--- config.mk ---
export PLATFORM = sky130hd
export DESIGN_NAME = serializer_piso_flat
export DESIGN_NICKNAME = d
export VERILOG_FILES = /design/src/rtl/serializer_piso_if.sv /design/src/rtl/serializer_piso.sv /design/src/flat_wrapper.sv
export SDC_FILE = /design/constraint.sdc
export NUM_CORES = 1
export LEC_CHECK = 0
export ABC_AREA = 1
export BUFFER_PORTS_ARGS = -buffer_cell sky130_fd_sc_hd__buf_2
export CAP_MARGIN = 20
export CORE_ASPECT_RATIO = 1.1
export CORE_MARGIN = 1.5
export CORE_UTILIZATION = 44
export CTS_CLUSTER_SIZE = 25
export DETAILED_ROUTE_END_ITERATION = 10
export GPL_ROUTABILITY_DRIVEN = 0
export PLACE_DENSITY = 0.69
export SYNTH_ARGS = -nofsm -noshare
export SYNTH_HDL_FRONTEND = slang
export SYNTH_SLANG_ARGS = --single-unit
--- constraint.sdc ---
create_clock -name clk -period 1.42 [get_ports clk]
set_input_delay 0.426 -clock clk [delete_from_list [all_inputs] [get_ports clk]]
set_output_delay 0.426 -clock clk [all_outputs]
set_load 0.005 [all_outputs]
--- src/rtl/serializer_piso_if.sv ---
// Word-in / bit-out bundle for serializer_piso: producer handshake plus serial stream and framing.
interface serializer_piso_if #(parameter int WIDTH = 8);
    logic [WIDTH-1:0] in_data;
    logic             in_valid;
    logic             in_ready;
    logic             dout;
    logic             dout_valid;
    logic             sof;
    logic             eof;
    logic             busy;

    modport master (output in_data, in_valid,
                    input  in_ready, dout, dout_valid, sof, eof, busy);
    modport slave  (input  in_data, in_valid,
                    output in_ready, dout, dout_valid, sof, eof, busy);
endinterface

--- src/rtl/serializer_piso.sv ---
// Parallel-in/serial-out stage: one WIDTH-bit word per handshake, one bit per clock,
// back-to-back words stream with no idle bit between them.
module serializer_piso #(
    parameter int WIDTH      = 8,
    parameter bit MSB_FIRST  = 1'b1,
    parameter bit IDLE_LEVEL = 1'b0
) (
    input logic clk,
    input logic rst,
    serializer_piso_if.slave bus
);
    localparam int CW = (WIDTH > 1) ? $clog2(WIDTH) : 1;
    localparam logic [CW-1:0] LAST = CW'(WIDTH - 1);

    typedef enum logic {IDLE, SHIFT} state_t;

    state_t           state;
    logic [CW-1:0]    cnt;
    logic [WIDTH-1:0] sr;
    logic             last;
    logic             accept;
    logic             head;

    // The last bit's cycle is also the reload window, which is what removes the gap.
    assign last         = (state == SHIFT) && (cnt == LAST);
    assign bus.in_ready = !rst && ((state == IDLE) || last);
    assign accept       = bus.in_valid && bus.in_ready;

    assign head           = MSB_FIRST ? sr[WIDTH-1] : sr[0];
    assign bus.dout       = (state == SHIFT) ? head : IDLE_LEVEL;
    assign bus.dout_valid = (state == SHIFT);
    assign bus.busy       = (state == SHIFT);
    assign bus.sof        = (state == SHIFT) && (cnt == '0);
    assign bus.eof        = last;

    always_ff @(posedge clk) begin
        if (rst) begin
            state <= IDLE;
            cnt   <= '0;
            sr    <= '0;
        end else begin
            case (state)
                IDLE: begin
                    if (accept) begin
                        sr    <= bus.in_data;
                        cnt   <= '0;
                        state <= SHIFT;
                    end
                end
                SHIFT: begin
                    if (!last) begin
                        sr  <= MSB_FIRST ? {sr[WIDTH-2:0], 1'b0} : {1'b0, sr[WIDTH-1:1]};
                        cnt <= cnt + 1'b1;
                    end else if (accept) begin
                        sr  <= bus.in_data;
                        cnt <= '0;
                    end else begin
                        cnt   <= '0;
                        state <= IDLE;
                    end
                end
                default: state <= IDLE;
            endcase
        end
    end
endmodule

--- src/flat_wrapper.sv ---
// flat-port wrapper written by rule: the top's interface ports become plain ports
module serializer_piso_flat 
#(
    parameter int WIDTH      = 8,
    parameter bit MSB_FIRST  = 1'b1,
    parameter bit IDLE_LEVEL = 1'b0
)
  (clk, rst, bus_in_data, bus_in_valid, bus_in_ready, bus_dout, bus_dout_valid, bus_sof, bus_eof, bus_busy);
  serializer_piso_if #(.WIDTH(WIDTH)) bus_i ();
  input logic clk;
  input logic rst;
  input wire logic [$bits(bus_i.in_data)-1:0] bus_in_data;
  input wire logic [$bits(bus_i.in_valid)-1:0] bus_in_valid;
  output wire logic [$bits(bus_i.in_ready)-1:0] bus_in_ready;
  output wire logic [$bits(bus_i.dout)-1:0] bus_dout;
  output wire logic [$bits(bus_i.dout_valid)-1:0] bus_dout_valid;
  output wire logic [$bits(bus_i.sof)-1:0] bus_sof;
  output wire logic [$bits(bus_i.eof)-1:0] bus_eof;
  output wire logic [$bits(bus_i.busy)-1:0] bus_busy;
  assign bus_i.in_data = bus_in_data;
  assign bus_i.in_valid = bus_in_valid;
  assign bus_in_ready = bus_i.in_ready;
  assign bus_dout = bus_i.dout;
  assign bus_dout_valid = bus_i.dout_valid;
  assign bus_sof = bus_i.sof;
  assign bus_eof = bus_i.eof;
  assign bus_busy = bus_i.busy;
  serializer_piso #(.WIDTH(WIDTH), .MSB_FIRST(MSB_FIRST), .IDLE_LEVEL(IDLE_LEVEL)) u_core (.clk(clk), .rst(rst), .bus(bus_i));
endmodule
==> results.py <==
metrics = {
    "sta": {
        "min_period_ns": 1.62,
        "finalCritPeriodShare_pct": 114,
        "fin_skew_ns": 0.00212,
        "fin_ws_ns": -0.205,
        "slew_headroom_pct": 81.2,
        "tightest_slew_ns": 0.282,
        "finalHoldViolations": 0,
        "setup_viol": 3,
        "slew_violations": 0,
        "hold_ws_ns": 0.374,
        "fmaxAchievable_ghz": 0.615,
        "rsz0062_at_grt": "yes",
    },
    "logic_synthesis": {
        "synth-simple-area-share_pct": 26.7,
        "synth-xor-area-share_pct": 0,
        "synth_nets": 90,
        "synth_mux_area_share_pct": 0,
        "synth-seq-cells": 12,
        "ys_seq_area_share_pct": 38.2,
        "synth_adder_area_share_pct": 5.98,
        "synth_top_family_by_area": "simple AND/OR/NAND/NOR gates",
        "synth_compound_area_share_pct": 21.1,
        "ys_types": 18,
        "avgSynthCellArea_um2": 8.26,
        "synth_area_um2": 628,
        "ys.warnings.count": 0,
        "syn_inst": 76,
    },
    "layout": {
        "multiInputGateArea_um2": 363,
        "nFillCells": 113,
        "seqCellArea_um2": 244,
        "fin_util_pct": 62.1,
        "nets": 116,
        "fin_area_um2": 837,
        "n_antenna_cell": 0,
        "synthToLayoutAreaGrowth_pct": 33.3,
        "drive_gt1_share_pct": 47.5,
    },
    "global_routing": {
        "grt_overflow": 0,
        "antenna_found_initial": 0,
        "grt_pass1_wl_um": 2220,
        "track_usage_pct": 19.6,
        "grt_pass1_vias": 539,
        "grt_max_degree": 10,
    },
    "floorplan": {
        "die-area_um2": 1660,
        "rows": 14,
        "fp.dieW_um": 39.0,
        "die_y_um": 42.6,
        "io_pins": 17,
        "core-area_um2": 1350,
        "start_util_pct": 46.6,
    },
    "detailed_routing": {
        "avgViaCountPerCell": 4.90,
        "drtIter0Drc": 3,
        "drt-total-wl_um": 1340,
        "drtAntennaViolNets": 0,
        "routedWlPerCell_um": 11.5,
        "dr_total_vias": 573,
        "dr.pass1.iters": 2,
        "drc_errors": 0,
    },
    "status": {
        "status": "finished with violations",
        "violations": "setup timing",
    },
    "clock_network": {
        "root_buffer": "clkbuf_4",
        "h-tree-depth": 1,
        "clkSinkCount": 12,
        "clk_pin_slew_ns": 0.08,
        "clock_latency_ns": 0.27,
        "cts_made_buffers": 3,
        "clk_path_buf_depth": 2,
        "tritoncts": "done",
    },
    "placement": {
        "post-place-ws_ns": -0.00725,
        "placed_cell_area_um2": 756,
        "numPortBuffers": 16,
        "dp_hpwl_um": 992,
    },
    "critical_path": {
        "timing.rr.start": "u_core.cnt[0]",
        "cp.required_ns": 0.99,
        "startpoint": "u_core.cnt[0]",
        "cp.arrival_ns": 1.20,
        "cp_max_fo": 3,
        "end_kind": "output port",
        "startpoint_type": "register",
        "crit_type": "reg2out",
    },
    "pwr": {
        "ir_drop_mv": 0.589,
        "powerDensity_nw_per_um2": 950,
        "leakagePower_nw": 0.400,
    },
    "hold_path": {
        "hp-start": "bus_in_data[0]",
        "hold_path_class": "in2reg",
    },
    "job": {
        "cap_violations": 0,
    },
}
metrics by stage:
| stage | total power, W | instances | TNS, ns |
|---|---|---|---|
| global route | 0.000840 | 117 | -0.749 |
| global placement | 0.000515 | 111 | 0 |
| finish | 0.000795 | 117 | -0.525 |
| detailed placement | 0.000520 | 111 | -0.00725 |
| floorplan | 0.000467 | 76 | 0 |
| CTS | 0.000801 | 116 | -0.576 |
cell usage in the layout, fill, tap and decap left out, types with 2 or more instances in the layout:
cell type / netlist / layout
o211ai_2: 5 / 5
buf_4: 2 / 7
nor2_1: 5 / 5
dfxtp_2: 0 / 3
nand3_1: 6 / 6
clkbuf_4: 0 / 3
a31oi_1: 2 / 2
ha_4: 0 / 2
nand2_1: 15 / 15
or2_2: 5 / 5
dfxtp_1: 12 / 9
buf_2: 1 / 16
a21oi_1: 5 / 5
o21ai_0: 3 / 2
inv_1: 7 / 7
metal layers:
| layer | wire length [um] | GRT usage (%) |
|---|---|---|
| met2 | 652 | 30.3 |
| met1 | 628 | 25.2 |
| met3 | 47 | 1.60 |
| met4 | 13 | 12.4 |
| met5 | 0 | 0 |
power by group:
group	internal (W)	switching [W]	total, W
Clock	0.000156	0.000114	0.000270
Sequential	0.000362	0.0000207	0.000383
Combinational	0.0000701	0.0000724	0.000143
Total	0.000588	0.000207	0.000795
cells by family after synthesis:
group | Yosys count
AND/OR/NAND/NOR | 33
adder cells (fa/ha/maj) | 3
buffers and inverters | 11
AO/OA/AOI/OAI | 17
flip-flops | 12
layout make-up:
class / instances / area share, %
Multi-Input combinational cell: 53 / 43.3
Sequential cell: 12 / 29.1
Timing Repair Buffer: 24 / 17.2
Clock buffer: 4 / 4.33
Inverter: 8 / 3.59
Tap cell: 16 / 2.39
sequential cells by signal, indices dropped and copies added (netlist names):
register / flops
u_core.sr: 8
u_core.bus.busy: 1
u_core.cnt: 3
what timing repair did:
| action | 4_1_cts | 5_1_grt |
|---|---|---|
| setup endpoints to repair | 3 | 4 |
| setup buffers | 1 | 1 |
| hold buffers | 0 | 0 |
| pin swaps | 2 | 0 |
| gates resized for setup | 5 | 3 |
cells in the mapped netlist:
library cell | instances | area, um2
nand3_1 | 6 | 30.0
o21ai_2 | 1 | 8.76
ha_1 | 3 | 37.5
nor2_4 | 1 | 11.3
nor2_8 | 1 | 20.0
nand2_1 | 15 | 56.3
a31oi_1 | 2 | 12.5
a21oi_2 | 1 | 8.76
inv_2 | 1 | 3.75
a21oi_1 | 5 | 25.0
o211ai_2 | 5 | 62.6
dfxtp_1 | 12 | 240
or2_2 | 5 | 31.3
buf_4 | 2 | 15.0
inv_1 | 7 | 26.3
buf_2 | 1 | 5.00
o21ai_0 | 3 | 15.0
nor2_1 | 5 | 18.8
critical path, cell delays in order (launching register included):
cell and delay, ns:
dfxtp_2 0.35, ha_4 0.16, ha_4 0.17, nor2_8 0.09, nor2_4 0.04, buf_2 0.12
path summary, 6_finish.rpt:
| kind | to | slack (ns) | cells past startpoint |
|---|---|---|---|
| worst max-delay path | bus_in_ready | -0.20 | 5 |
| worst min-delay path | u_core.sr[0] | 0.37 | 3 |
| worst max register to register | u_core.sr[2] | 0.03 | 8 |
| worst min register to register | u_core.sr[4] | 0.47 | 2 |
(Power assumes the default switching activity.)
